===== src/rtl/lru_way_bank_if.sv =====
// Request/response bundle between a cache controller and one LRU way bank.
// The controller drives requests through the master modport; the bank answers through slave.
interface lru_way_bank_if #(
  parameter int COUNTER_WIDTH = 8,
  parameter int NUM_SETS      = 16,
  parameter int DATA_WIDTH    = 32,
  parameter int BLOCK_SIZE    = 32,
  parameter int ADDRESS_WIDTH = 32
);
  localparam int INDEX_WIDTH  = $clog2(NUM_SETS);
  localparam int OFFSET_WIDTH = $clog2(BLOCK_SIZE);
  localparam int BE_WIDTH     = DATA_WIDTH / 8;
  localparam int TAG_WIDTH    = ADDRESS_WIDTH - INDEX_WIDTH - OFFSET_WIDTH;

  logic                     req_valid;
  logic [ADDRESS_WIDTH-1:0] req_addr;
  logic                     req_write;
  logic                     req_alloc;
  logic [DATA_WIDTH-1:0]    req_wdata;
  logic [BE_WIDTH-1:0]      req_be;
  logic                     age_upd_valid;
  logic [COUNTER_WIDTH-1:0] age_upd_age;
  logic                     flush;

  logic                     lookup_hit;
  logic [COUNTER_WIDTH-1:0] lookup_age;
  logic                     rd_valid;
  logic                     rd_hit;
  logic                     rd_dirty;
  logic                     rd_expired;
  logic [DATA_WIDTH-1:0]    rd_data;
  logic [TAG_WIDTH-1:0]     rd_tag;
  logic [COUNTER_WIDTH-1:0] rd_age;
  logic                     busy;

  modport master (
    output req_valid, req_addr, req_write, req_alloc, req_wdata, req_be,
    output age_upd_valid, age_upd_age, flush,
    input  lookup_hit, lookup_age, rd_valid, rd_hit, rd_dirty, rd_expired,
    input  rd_data, rd_tag, rd_age, busy
  );

  modport slave (
    input  req_valid, req_addr, req_write, req_alloc, req_wdata, req_be,
    input  age_upd_valid, age_upd_age, flush,
    output lookup_hit, lookup_age, rd_valid, rd_hit, rd_dirty, rd_expired,
    output rd_data, rd_tag, rd_age, busy
  );
endinterface


===== src/rtl/lru_way_bank.sv =====
// One way of a set-associative cache: tag/data/valid/dirty storage with a per-line
// age counter for LRU replacement, a one-cycle registered response and a set-serial flush.
module lru_way_bank #(
  parameter int COUNTER_WIDTH = 8,
  parameter int NUM_WAYS      = 4,
  parameter int NUM_SETS      = 16,
  parameter int DATA_WIDTH    = 32,
  parameter int BLOCK_SIZE    = 32,
  parameter int ADDRESS_WIDTH = 32
) (
  input logic        clk,
  input logic        rst,
  lru_way_bank_if.slave bus
);
  localparam int INDEX_WIDTH  = $clog2(NUM_SETS);
  localparam int BE_WIDTH     = DATA_WIDTH / 8;
  localparam int OFFSET_WIDTH = $clog2(BLOCK_SIZE);
  localparam int WORDS        = BLOCK_SIZE * 8 / DATA_WIDTH;
  localparam int BYTE_WIDTH   = $clog2(BE_WIDTH);
  localparam int WORD_WIDTH   = OFFSET_WIDTH - BYTE_WIDTH;
  localparam int TAG_WIDTH    = ADDRESS_WIDTH - INDEX_WIDTH - OFFSET_WIDTH;

  localparam logic [COUNTER_WIDTH-1:0] MAX_AGE  = COUNTER_WIDTH'(NUM_WAYS - 1);
  localparam logic [COUNTER_WIDTH-1:0] AGE_SAT  = {COUNTER_WIDTH{1'b1}};
  localparam logic [INDEX_WIDTH-1:0]   LAST_SET = INDEX_WIDTH'(NUM_SETS - 1);

  typedef enum logic [0:0] {
    ST_IDLE  = 1'b0,
    ST_FLUSH = 1'b1
  } state_t;

  state_t                   state_r;
  state_t                   state_next_s;
  logic [INDEX_WIDTH-1:0]   flush_cnt_r;
  logic [INDEX_WIDTH-1:0]   flush_cnt_next_s;
  logic                     flush_clr_s;

  logic [NUM_SETS-1:0]      valid_r;
  logic [NUM_SETS-1:0]      dirty_r;
  logic [COUNTER_WIDTH-1:0] age_r  [NUM_SETS];
  logic [TAG_WIDTH-1:0]     tag_r  [NUM_SETS];
  logic [DATA_WIDTH-1:0]    data_r [NUM_SETS][WORDS];

  logic [TAG_WIDTH-1:0]     req_tag_s;
  logic [INDEX_WIDTH-1:0]   req_set_s;
  logic [WORD_WIDTH-1:0]    req_word_s;

  logic                     line_valid_s;
  logic                     line_dirty_s;
  logic [TAG_WIDTH-1:0]     line_tag_s;
  logic [COUNTER_WIDTH-1:0] line_age_s;
  logic [DATA_WIDTH-1:0]    line_word_s;

  logic                     accept_s;
  logic                     hit_s;
  logic                     expired_s;
  logic [COUNTER_WIDTH-1:0] age_next_s;
  logic [DATA_WIDTH-1:0]    merged_s;
  logic [DATA_WIDTH-1:0]    wr_word_s;
  logic                     data_we_s;
  logic                     tag_we_s;

  logic                     rd_valid_r;
  logic                     rd_hit_r;
  logic                     rd_dirty_r;
  logic                     rd_expired_r;
  logic [DATA_WIDTH-1:0]    rd_data_r;
  logic [TAG_WIDTH-1:0]     rd_tag_r;
  logic [COUNTER_WIDTH-1:0] rd_age_r;

  assign req_tag_s  = bus.req_addr[ADDRESS_WIDTH-1 -: TAG_WIDTH];
  assign req_set_s  = bus.req_addr[OFFSET_WIDTH +: INDEX_WIDTH];
  assign req_word_s = bus.req_addr[OFFSET_WIDTH-1:BYTE_WIDTH];

  assign line_valid_s = valid_r[req_set_s];
  assign line_dirty_s = dirty_r[req_set_s];
  assign line_tag_s   = tag_r[req_set_s];
  assign line_age_s   = age_r[req_set_s];
  assign line_word_s  = data_r[req_set_s][req_word_s];

  // Requests arriving while a flush walks the sets are dropped entirely.
  assign accept_s  = bus.req_valid && (state_r == ST_IDLE);
  assign hit_s     = line_valid_s && (line_tag_s == req_tag_s);
  assign expired_s = !line_valid_s || (line_age_s >= MAX_AGE);
  assign data_we_s = accept_s && (bus.req_alloc || (bus.req_write && hit_s));
  assign tag_we_s  = accept_s && bus.req_alloc;
  assign wr_word_s = bus.req_alloc ? bus.req_wdata : merged_s;

  // Age the line only while it is younger than the accessed way; a touch resets it.
  always_comb begin
    age_next_s = line_age_s;
    if (hit_s || bus.req_alloc) begin
      age_next_s = '0;
    end else if (line_valid_s && (line_age_s < bus.age_upd_age) && (line_age_s != AGE_SAT)) begin
      age_next_s = line_age_s + COUNTER_WIDTH'(1);
    end else begin
      age_next_s = line_age_s;
    end
  end

  // Byte-lane merge of write data into the currently stored word.
  always_comb begin
    merged_s = line_word_s;
    for (int b = 0; b < BE_WIDTH; b++) begin
      if (bus.req_be[b]) begin
        merged_s[b*8 +: 8] = bus.req_wdata[b*8 +: 8];
      end else begin
        merged_s[b*8 +: 8] = line_word_s[b*8 +: 8];
      end
    end
  end

  // Flush sequencer state register.
  always_ff @(posedge clk or posedge rst) begin
    if (rst) begin
      state_r     <= ST_IDLE;
      flush_cnt_r <= '0;
    end else begin
      state_r     <= state_next_s;
      flush_cnt_r <= flush_cnt_next_s;
    end
  end

  // Flush sequencer next state: one set cleared per cycle, lowest index first.
  always_comb begin
    state_next_s     = state_r;
    flush_cnt_next_s = flush_cnt_r;
    flush_clr_s      = 1'b0;
    case (state_r)
      ST_IDLE: begin
        if (bus.flush) begin
          state_next_s     = ST_FLUSH;
          flush_cnt_next_s = '0;
        end else begin
          state_next_s     = ST_IDLE;
          flush_cnt_next_s = flush_cnt_r;
        end
      end
      ST_FLUSH: begin
        flush_clr_s = 1'b1;
        if (flush_cnt_r == LAST_SET) begin
          state_next_s     = ST_IDLE;
          flush_cnt_next_s = '0;
        end else begin
          state_next_s     = ST_FLUSH;
          flush_cnt_next_s = flush_cnt_r + INDEX_WIDTH'(1);
        end
      end
      default: begin
        state_next_s     = ST_IDLE;
        flush_cnt_next_s = '0;
      end
    endcase
  end

  // Line status bits and ages; these are the only per-line fields under reset.
  always_ff @(posedge clk or posedge rst) begin
    if (rst) begin
      valid_r <= '0;
      dirty_r <= '0;
      for (int i = 0; i < NUM_SETS; i++) begin
        age_r[i] <= '0;
      end
    end else begin
      if (flush_clr_s) begin
        valid_r[flush_cnt_r] <= 1'b0;
        dirty_r[flush_cnt_r] <= 1'b0;
      end
      if (accept_s) begin
        if (bus.req_alloc) begin
          valid_r[req_set_s] <= 1'b1;
          dirty_r[req_set_s] <= 1'b0;
        end else if (bus.req_write && hit_s) begin
          dirty_r[req_set_s] <= 1'b1;
        end
        if (bus.age_upd_valid) begin
          age_r[req_set_s] <= age_next_s;
        end
      end
    end
  end

  // Tag and data storage; contents are meaningless until the valid bit is set.
  always_ff @(posedge clk) begin
    if (data_we_s) begin
      data_r[req_set_s][req_word_s] <= wr_word_s;
    end
    if (tag_we_s) begin
      tag_r[req_set_s] <= req_tag_s;
    end
  end

  // Registered response: reports the line as it stood before this request's update.
  always_ff @(posedge clk or posedge rst) begin
    if (rst) begin
      rd_valid_r   <= 1'b0;
      rd_hit_r     <= 1'b0;
      rd_dirty_r   <= 1'b0;
      rd_expired_r <= 1'b0;
      rd_data_r    <= '0;
      rd_tag_r     <= '0;
      rd_age_r     <= '0;
    end else begin
      rd_valid_r <= accept_s;
      if (accept_s) begin
        rd_hit_r     <= hit_s && !bus.req_alloc;
        rd_dirty_r   <= line_dirty_s;
        rd_expired_r <= expired_s;
        rd_data_r    <= line_word_s;
        rd_tag_r     <= line_tag_s;
        rd_age_r     <= line_age_s;
      end
    end
  end

  assign bus.lookup_hit = hit_s;
  assign bus.lookup_age = line_age_s;
  assign bus.rd_valid   = rd_valid_r;
  assign bus.rd_hit     = rd_hit_r;
  assign bus.rd_dirty   = rd_dirty_r;
  assign bus.rd_expired = rd_expired_r;
  assign bus.rd_data    = rd_data_r;
  assign bus.rd_tag     = rd_tag_r;
  assign bus.rd_age     = rd_age_r;
  assign bus.busy       = (state_r == ST_FLUSH);

endmodule


===== src/flat_wrapper.sv =====
// flat-port wrapper written by rule: the top's interface ports become plain ports
module lru_way_bank_flat 
#(
  parameter int COUNTER_WIDTH = 8,
  parameter int NUM_WAYS      = 4,
  parameter int NUM_SETS      = 16,
  parameter int DATA_WIDTH    = 32,
  parameter int BLOCK_SIZE    = 32,
  parameter int ADDRESS_WIDTH = 32
)
  (clk, rst, bus_req_valid, bus_req_addr, bus_req_write, bus_req_alloc, bus_req_wdata, bus_req_be, bus_age_upd_valid, bus_age_upd_age, bus_flush, bus_lookup_hit, bus_lookup_age, bus_rd_valid, bus_rd_hit, bus_rd_dirty, bus_rd_expired, bus_rd_data, bus_rd_tag, bus_rd_age, bus_busy);
  lru_way_bank_if #(.COUNTER_WIDTH(COUNTER_WIDTH), .NUM_SETS(NUM_SETS), .DATA_WIDTH(DATA_WIDTH), .BLOCK_SIZE(BLOCK_SIZE), .ADDRESS_WIDTH(ADDRESS_WIDTH)) bus_i ();
  input logic clk;
  input logic rst;
  input wire logic [$bits(bus_i.req_valid)-1:0] bus_req_valid;
  input wire logic [$bits(bus_i.req_addr)-1:0] bus_req_addr;
  input wire logic [$bits(bus_i.req_write)-1:0] bus_req_write;
  input wire logic [$bits(bus_i.req_alloc)-1:0] bus_req_alloc;
  input wire logic [$bits(bus_i.req_wdata)-1:0] bus_req_wdata;
  input wire logic [$bits(bus_i.req_be)-1:0] bus_req_be;
  input wire logic [$bits(bus_i.age_upd_valid)-1:0] bus_age_upd_valid;
  input wire logic [$bits(bus_i.age_upd_age)-1:0] bus_age_upd_age;
  input wire logic [$bits(bus_i.flush)-1:0] bus_flush;
  output wire logic [$bits(bus_i.lookup_hit)-1:0] bus_lookup_hit;
  output wire logic [$bits(bus_i.lookup_age)-1:0] bus_lookup_age;
  output wire logic [$bits(bus_i.rd_valid)-1:0] bus_rd_valid;
  output wire logic [$bits(bus_i.rd_hit)-1:0] bus_rd_hit;
  output wire logic [$bits(bus_i.rd_dirty)-1:0] bus_rd_dirty;
  output wire logic [$bits(bus_i.rd_expired)-1:0] bus_rd_expired;
  output wire logic [$bits(bus_i.rd_data)-1:0] bus_rd_data;
  output wire logic [$bits(bus_i.rd_tag)-1:0] bus_rd_tag;
  output wire logic [$bits(bus_i.rd_age)-1:0] bus_rd_age;
  output wire logic [$bits(bus_i.busy)-1:0] bus_busy;
  assign bus_i.req_valid = bus_req_valid;
  assign bus_i.req_addr = bus_req_addr;
  assign bus_i.req_write = bus_req_write;
  assign bus_i.req_alloc = bus_req_alloc;
  assign bus_i.req_wdata = bus_req_wdata;
  assign bus_i.req_be = bus_req_be;
  assign bus_i.age_upd_valid = bus_age_upd_valid;
  assign bus_i.age_upd_age = bus_age_upd_age;
  assign bus_i.flush = bus_flush;
  assign bus_lookup_hit = bus_i.lookup_hit;
  assign bus_lookup_age = bus_i.lookup_age;
  assign bus_rd_valid = bus_i.rd_valid;
  assign bus_rd_hit = bus_i.rd_hit;
  assign bus_rd_dirty = bus_i.rd_dirty;
  assign bus_rd_expired = bus_i.rd_expired;
  assign bus_rd_data = bus_i.rd_data;
  assign bus_rd_tag = bus_i.rd_tag;
  assign bus_rd_age = bus_i.rd_age;
  assign bus_busy = bus_i.busy;
  lru_way_bank #(.COUNTER_WIDTH(COUNTER_WIDTH), .NUM_WAYS(NUM_WAYS), .NUM_SETS(NUM_SETS), .DATA_WIDTH(DATA_WIDTH), .BLOCK_SIZE(BLOCK_SIZE), .ADDRESS_WIDTH(ADDRESS_WIDTH)) u_core (.clk(clk), .rst(rst), .bus(bus_i));
endmodule

===== config.mk =====
export PLATFORM = sky130hd
export DESIGN_NAME = lru_way_bank_flat
export DESIGN_NICKNAME = d
export VERILOG_FILES = /design/src/rtl/lru_way_bank_if.sv /design/src/rtl/lru_way_bank.sv /design/src/flat_wrapper.sv
export SDC_FILE = /design/constraint.sdc
export NUM_CORES = 2
export LEC_CHECK = 0
export ABC_AREA = 1
export ABC_CLOCK_PERIOD_IN_PS = 18800
export CAP_MARGIN = 0
export CORE_MARGIN = 4
export CORE_UTILIZATION = 55
export DETAILED_ROUTE_END_ITERATION = 12
export PLACE_DENSITY = 0.71
export SLEW_MARGIN = 10
export SYNTH_ARGS = -nofsm -noshare
export SYNTH_HDL_FRONTEND = slang
export SYNTH_MEMORY_MAX_BITS = 65536
export SYNTH_SLANG_ARGS = --single-unit

===== constraint.sdc =====
create_clock -name clk -period 18.8 [get_ports clk]
set_clock_uncertainty 0.15 [all_clocks]
set_input_delay 3.76 -clock clk [delete_from_list [all_inputs] [get_ports clk]]
set_output_delay 3.76 -clock clk [all_outputs]
set_load 0.01 [all_outputs]

Word level (Yosys, flattened, before mapping)
Memories as Yosys holds them, arrays and structs flattened.
Index checks and enable logic that the tools add are counted.
Word-level totals
  register bits: 232
  latch bits: 0
  RAM bits: 4464
  ROM bits: 0
  input bits: 83
  output and inout bits: 77
  memories: 2
Memories
  u_core.data_r: words 16, width 256, read ports 1, clocked after Yosys merged registers in 0, wr ports 1, RTL line lru_way_bank.sv:42  | logic [DATA_WIDTH-1:0] data_r [NUM_SETS][WORDS];
  u_core.tag_r: words 16, width 23, read ports 1, clocked after Yosys merged registers in 0, wr ports 1, RTL line lru_way_bank.sv:41  | logic [TAG_WIDTH-1:0] tag_r [NUM_SETS];
Operators by class
  add/sub/neg operators: 2
  $mul: 0
  divide/modulo/power cells: 0
  order comparisons: 10
  eq/ne operators: 4
  shifts and indexed selects: 0
  multiplexer cells: 44
  bitwise logic cells: 10
  reductions and logical operators: 18
Operators with widths (count)
  256-bit two-way mux: 1
  128-bit bitwise mux: 1
  32-bit two-way mux: 4
  16-bit two-way mux: 7
  32-bit binary-select mux with 3-bit select: 1
  32-bit demux with 3-bit select: 1
  8-bit two-way mux: 9
  16-bit AND: 3
  8-bit binary-select mux with 4-bit select: 1
  8-bit demux with 4-bit select: 1
  16-bit inverter: 2
  16-bit OR: 2
  23-bit equality test: 1
  1-bit logical AND: 12
  4-bit by 5-bit < comparator with 1-bit output (second input constant): 2
  1-bit two-way mux: 10
  8-bit by 1-bit adder with 8-bit output (second input constant): 1
  1-bit binary-select mux with 4-bit select: 2
  1-bit demux with 4-bit select: 2
  4-bit by 1-bit >= comparator with 1-bit output (second input constant): 2
  8-bit by 2-bit >= comparator with 1-bit output (second input constant): 1
  8-bit < comparator: 1
  4-bit two-way mux: 2
  8-bit inequality test (second input constant): 1
  15 further kinds: 18

Depth between registers and ports, before layout
  depth in word-level cells: 11
  mapped depth: 24

Worst setup path after synthesis
OpenSTA, ideal clock, no wires.
  path type: in2reg
  from: input bus_req_addr[5]
  to: memory u_core.data_r[0][104] (netlist bit) (data pin)
  library setup time: 893 ps
  data arrival time: 9009 ps
  data required time: 17757 ps
  slack: 8749 ps
  cell stages on the path: 14
  buffers on the path: 5
  cells stage by stage: buf_6 > buf_6 > nor2_1 > buf_2 > buf_2 > buf_1 > a22oi_1 > nand2_1 > nand2_1 > nand4_1 > nand2_1 > o21ai_0 > nor2_1 > a21oi_1
Between the ends
  longest elaborated chain between the ends: 6
RTL lines
  from (decl): RTL line flat_wrapper.sv:16  | input wire logic [$bits(bus_i.req_addr)-1:0] bus_req_addr;
  memory 16 x 256 bit
  32-bit binary-select mux with 3-bit select: RTL line lru_way_bank.sv:79  | assign line_word_s = data_r[req_set_s][req_word_s];
  32-bit two-way mux (not written as such) (2 in a row): RTL line lru_way_bank.sv:79
  8-bit two-way mux: RTL line lru_way_bank.sv:105  | if (bus.req_be[b]) begin
  32-bit two-way mux: RTL line lru_way_bank.sv:87  | assign wr_word_s = bus.req_alloc ? bus.req_wdata : merged_s;
  via u_core.wr_word_s[8]: RTL line lru_way_bank.sv:59  | logic [DATA_WIDTH-1:0] wr_word_s;
  to (decl): RTL line lru_way_bank.sv:42
The timed path passes the listed nets, and every way through them passes these cells. The select of a mux whose other input is x is not followed.

Worst setup path after layout
  from: input bus_req_addr[8]
  to: output bus_lookup_hit
Between the ends
  longest elaborated chain between the ends: 3
  elaborated cells between the ends (all ways): 5
RTL lines
  memory 16 x 23 bit or 1-bit binary-select mux with 4-bit select (tied branches)
  23-bit equality test or 1-bit two-way mux (tied branches): RTL line lru_way_bank.sv:83, lru_way_bank.sv:75
  1-bit logical AND (*): RTL line lru_way_bank.sv:83  | assign hit_s = line_valid_s && (line_tag_s == req_tag_s);
  to (decl): RTL line flat_wrapper.sv:24  | output wire logic [$bits(bus_i.lookup_hit)-1:0] bus_lookup_hit;
Every way passes the cells marked *; elsewhere a longest branch is shown, timed or not. The select of a mux whose other input is x is not followed.

==> flow_summary.yaml <==
setup_path:
  cp.required_ns: 14.89
  path_common_cell: "nand2_1"
  crit_cells: 16
  path_cells: "clkdlybuf4s50_1, inv_1, nand2_8, inv_6, buf_4, nand2_1, nand2_1, nor2_1, nand2_1, nand2_1, nor2_1, nand2_1, nor2_4, nand3_4, inv_1, clkdlybuf4s50_1"
  reg2reg_from: "u_core.data_r[8][192]"
  cp-end-kind: "output pin"
  cp_num_buf_inv: 6
  cp-startpoint: "bus_req_addr[8]"
  crit_path_start_kind: "primary input"
  cp_max_fo: 40
  r2r_cells: 11
  critPathMaxStageDelay_ns: 0.79
  path_class: "primary input to output pin"
  endpoint: "bus_lookup_hit"
  r2r_end: "u_core.data_r[14][0]"
  cp_top_family: "buffers and inverters"
  rrSetupSlack_ns: 13.70
  critical_path_arrival_ns: 8.62
  cp_slowest_cell: "buf_4"
layout:
  area_growth_pct: 12.4
  drive_above_1_share_pct: 9.95
  nets: 12500
  fin_area_sq_um: 201000
  nFillCells: 22700
status:
  status: "finished clean"
placement:
  gp_congestion: 0.888
  io_buffers: 157
  placed_area_sq_um: 187000
  dpl.hpwl_um: 285000
  dpl_worst_slack_ns: 6.34
timing:
  worst_slack_ns: 6.27
  setup_viol: 0
  clock.fmax_mhz: 79.8
  setup-tns-final_ns: 0
  slew_headroom_pct: 5.31
  slew_violations: 0
  rsz0062_at_grt: "false"
  min_period_over_period_pct: 66.7
  worstMarginPinSlew_ns: 1.41
  min_period_ns: 12.53
  hold_viol: 0
clock_network:
  numCtsBuffers: 442
  post_cts_buffers: 0
  hold_buffers: 0
  h-tree-depth: 5
  cts.clk_slew.worst_paths_ns: 0.05
  root_buffer: "clkbuf_16"
  cts.repair.resized: 0
  cts.sinks: 4696
  clk_path_buf_depth: 4
  cts_tree: "yes"
  clock_latency_ns: 0.99
floorplanning:
  io_pins: 160
  die_area_sq_um: 335000
  rows: 209
  chipWidth_um: 579
  initial_core_util_pct: 55.3
  coreArea_sq_um: 324000
  die_h_um: 579
detailed_routing:
  vias: 113000
  initialDrtViolationCount: 18400
  via_per_inst: 6.59
  wl_um: 537000
  dr.pass1.iters: 10
  drc: 0
  wl_per_cell_um: 31.3
  ant_nets: 0
power:
  p_comb_share_pct: 7.2
  switchingPower_uw: 5150
  internal-power_uw: 17100
  seq_power_share_pct: 52.9
  power.density_nw_per_um2: 111
  netSwitchingFraction_pct: 23.1
  clock_power_share_pct: 39.9
  total_power_uw: 22300
  p_leak_uw: 0.0683
  ir_drop_mv: 0.0907
global_route:
  grt_start_max_net_pins: 157
  grt-ovfl-total: 0
  grtUsageMet2_pct: 48.2
  grt_pass1_vias: 109000
  grt.met1_usage_pct: 40.8
  grt_util_met3_pct: 7.71
  grt_antenna_before_repair: 39
  top_usage_layer: "met2"
  track_usage_pct: 31.3
  grt_first_pass_wirelength_um: 758000
synth:
  synthCells: 12300
  synth_area_per_cell_sq_um: 14.6
  ys_types: 43
  synth.yosys.warnings: 0
  syn_area_sq_um: 179000
  synth_nets: 12400
  seq_area_frac_synth_pct: 78.0
  ys_ff_latch: 4696
worst_hold_path:
  hold_class: "flop to flop"
run:
  maxCapViolations: 0
[tightest hold or removal path, stage by stage (launching register included)]
cell     delay [ns]
dfrtp_1        0.34
nand2_1        0.05
nand2_1        0.05
[worst min path at each step]
| stage | from | end | slack, ns | cells after the start |
|---|---|---|---|---|
| after global routing | u_core.age_r[77] | u_core.age_r[77] | 0.34 | 2 |
| after global placement | u_core.age_r[14] | u_core.age_r[14] | 0.31 | 2 |
| after detailed placement | u_core.age_r[104] | u_core.age_r[104] | 0.32 | 2 |
| after CTS | u_core.age_r[104] | u_core.age_r[104] | 0.33 | 2 |
| after floorplan | u_core.age_r[0] | u_core.age_r[0] | 0.30 | 2 |
| final | u_core.age_r[104] | u_core.age_r[104] | 0.33 | 2 |
[power groups by stage]
stage	Sequential [uW]	Combinational (uW)	Clock (uW)
after detailed placement	12000	1540	0
after global routing	11800	1680	9390
after global placement	12000	1500	0
after floorplan	12000	783	0
after CTS	11800	1550	8930
final	11800	1600	8900
[cells in the final DEF (no fill, tap or decap), types with 45 or more instances in the layout]
| cell | instances |
|---|---|
| a21oi_1 | 645 |
| a22oi_1 | 2014 |
| a31oi_1 | 54 |
| buf_4 | 321 |
| bufinv_16 | 45 |
| clkbuf_1 | 84 |
| clkbuf_16 | 446 |
| clkdlybuf4s50_1 | 154 |
| clkinv_1 | 101 |
| clkinv_2 | 86 |
| dfrtp_1 | 232 |
| edfxtp_1 | 4464 |
| inv_1 | 94 |
| nand2_1 | 2777 |
| nand3_1 | 106 |
| nand4_1 | 148 |
| nor2_1 | 221 |
| nor2_4 | 152 |
| nor3_1 | 120 |
| o21ai_0 | 149 |
| o31ai_1 | 87 |
| or2_2 | 50 |
[final cells by class]
class | count | area [sq um] | share of cell area (%)
antenna | 22 | 55.1 | 0.0273
clock buffer | 544 | 11700 | 5.79
clock inverter | 278 | 2830 | 1.41
inverter | 138 | 636 | 0.316
multi-input combinational | 6661 | 36700 | 18.2
sequential | 4696 | 140000 | 69.4
tap | 4325 | 5410 | 2.69
timing repair buffer | 493 | 4300 | 2.13
[Yosys cell counts]
cell type | count | area, sq um
nand2_8 | 1 | 20.0
ha_1 | 12 | 150
a21oi_1 | 649 | 3250
o21a_1 | 2 | 15.0
o21ai_0 | 152 | 761
nor2_1 | 357 | 1340
buf_4 | 4 | 30.0
buf_2 | 204 | 1020
nand3_1 | 106 | 531
nand4_1 | 148 | 926
nor2_4 | 3 | 33.8
a221oi_1 | 6 | 52.6
edfxtp_1 | 4464 | 134000
nor3_1 | 121 | 606
or2_2 | 50 | 313
inv_2 | 5 | 18.8
a21o_1 | 8 | 60.1
a31oi_1 | 54 | 338
nand3_2 | 1 | 10.0
nand4_2 | 2 | 25.0
clkbuf_1 | 356 | 1340
nand2_1 | 2780 | 10400
a22oi_1 | 2014 | 15100
and3_1 | 3 | 18.8
buf_6 | 37 | 417
inv_4 | 1 | 6.26
nand2_4 | 11 | 124
o22ai_1 | 23 | 144
nand2_2 | 3 | 18.8
o21ai_1 | 1 | 5.00
a211oi_1 | 4 | 30.0
o21bai_1 | 6 | 45.0
a21oi_4 | 1 | 16.3
dfrtp_1 | 232 | 5810
nor2_2 | 22 | 138
xor2_1 | 4 | 35.0
o31ai_1 | 102 | 766
nand3_4 | 1 | 17.5
inv_1 | 126 | 473
nor4_1 | 12 | 75.1
clkinv_1 | 6 | 22.5
o211ai_1 | 2 | 15.0
buf_1 | 161 | 604
[layer usage]
layer,vias up,wire length (um)
met3,1428,71100
met4,30,36300
met2,8478,244000
li1,47200,-
met5,-,195
met1,56000,186000
[sequential cells by signal, indices dropped and copies added (netlist names)]
signal / count
u_core.flush_cnt_r: 4
u_core.data_r: 4096
u_core.bus.rd_age: 8
u_core.bus.busy: 1
u_core.bus.rd_expired: 1
u_core.bus.rd_dirty: 1
u_core.bus.rd_data: 32
u_core.dirty_r: 16
u_core.age_r: 128
u_core.valid_r: 16
u_core.tag_r: 368
u_core.bus.rd_tag: 23
u_core.bus.rd_hit: 1
u_core.bus.rd_valid: 1
[metrics by stage]
step / utilization [%] / hold slack (ns) / instances
final: 62.1 / 0.328 / 17200
after global routing: 62.1 / 0.343 / 17100
after CTS: 62.1 / 0.332 / 17100
after detailed placement: 57.6 / 0.317 / 16300
after global placement: 57.6 / 0.313 / 16300
after floorplan: - / 0.299 / 12300
[cells by family (layout without fill, tap and decap cells)]
family,Yosys count,count (layout),share of synthesized area (%)
buffers and inverters,900,1453,2.19
other,0,22,0
AND/OR/NAND/NOR,3621,3621,8.16
adder cells (fa/ha/maj),12,12,0.0838
XOR/XNOR,4,4,0.0195
AO/OA/AOI/OAI,3024,3024,11.5
flip-flops,4696,4696,78.0
Power figures use the tool's default switching activity.
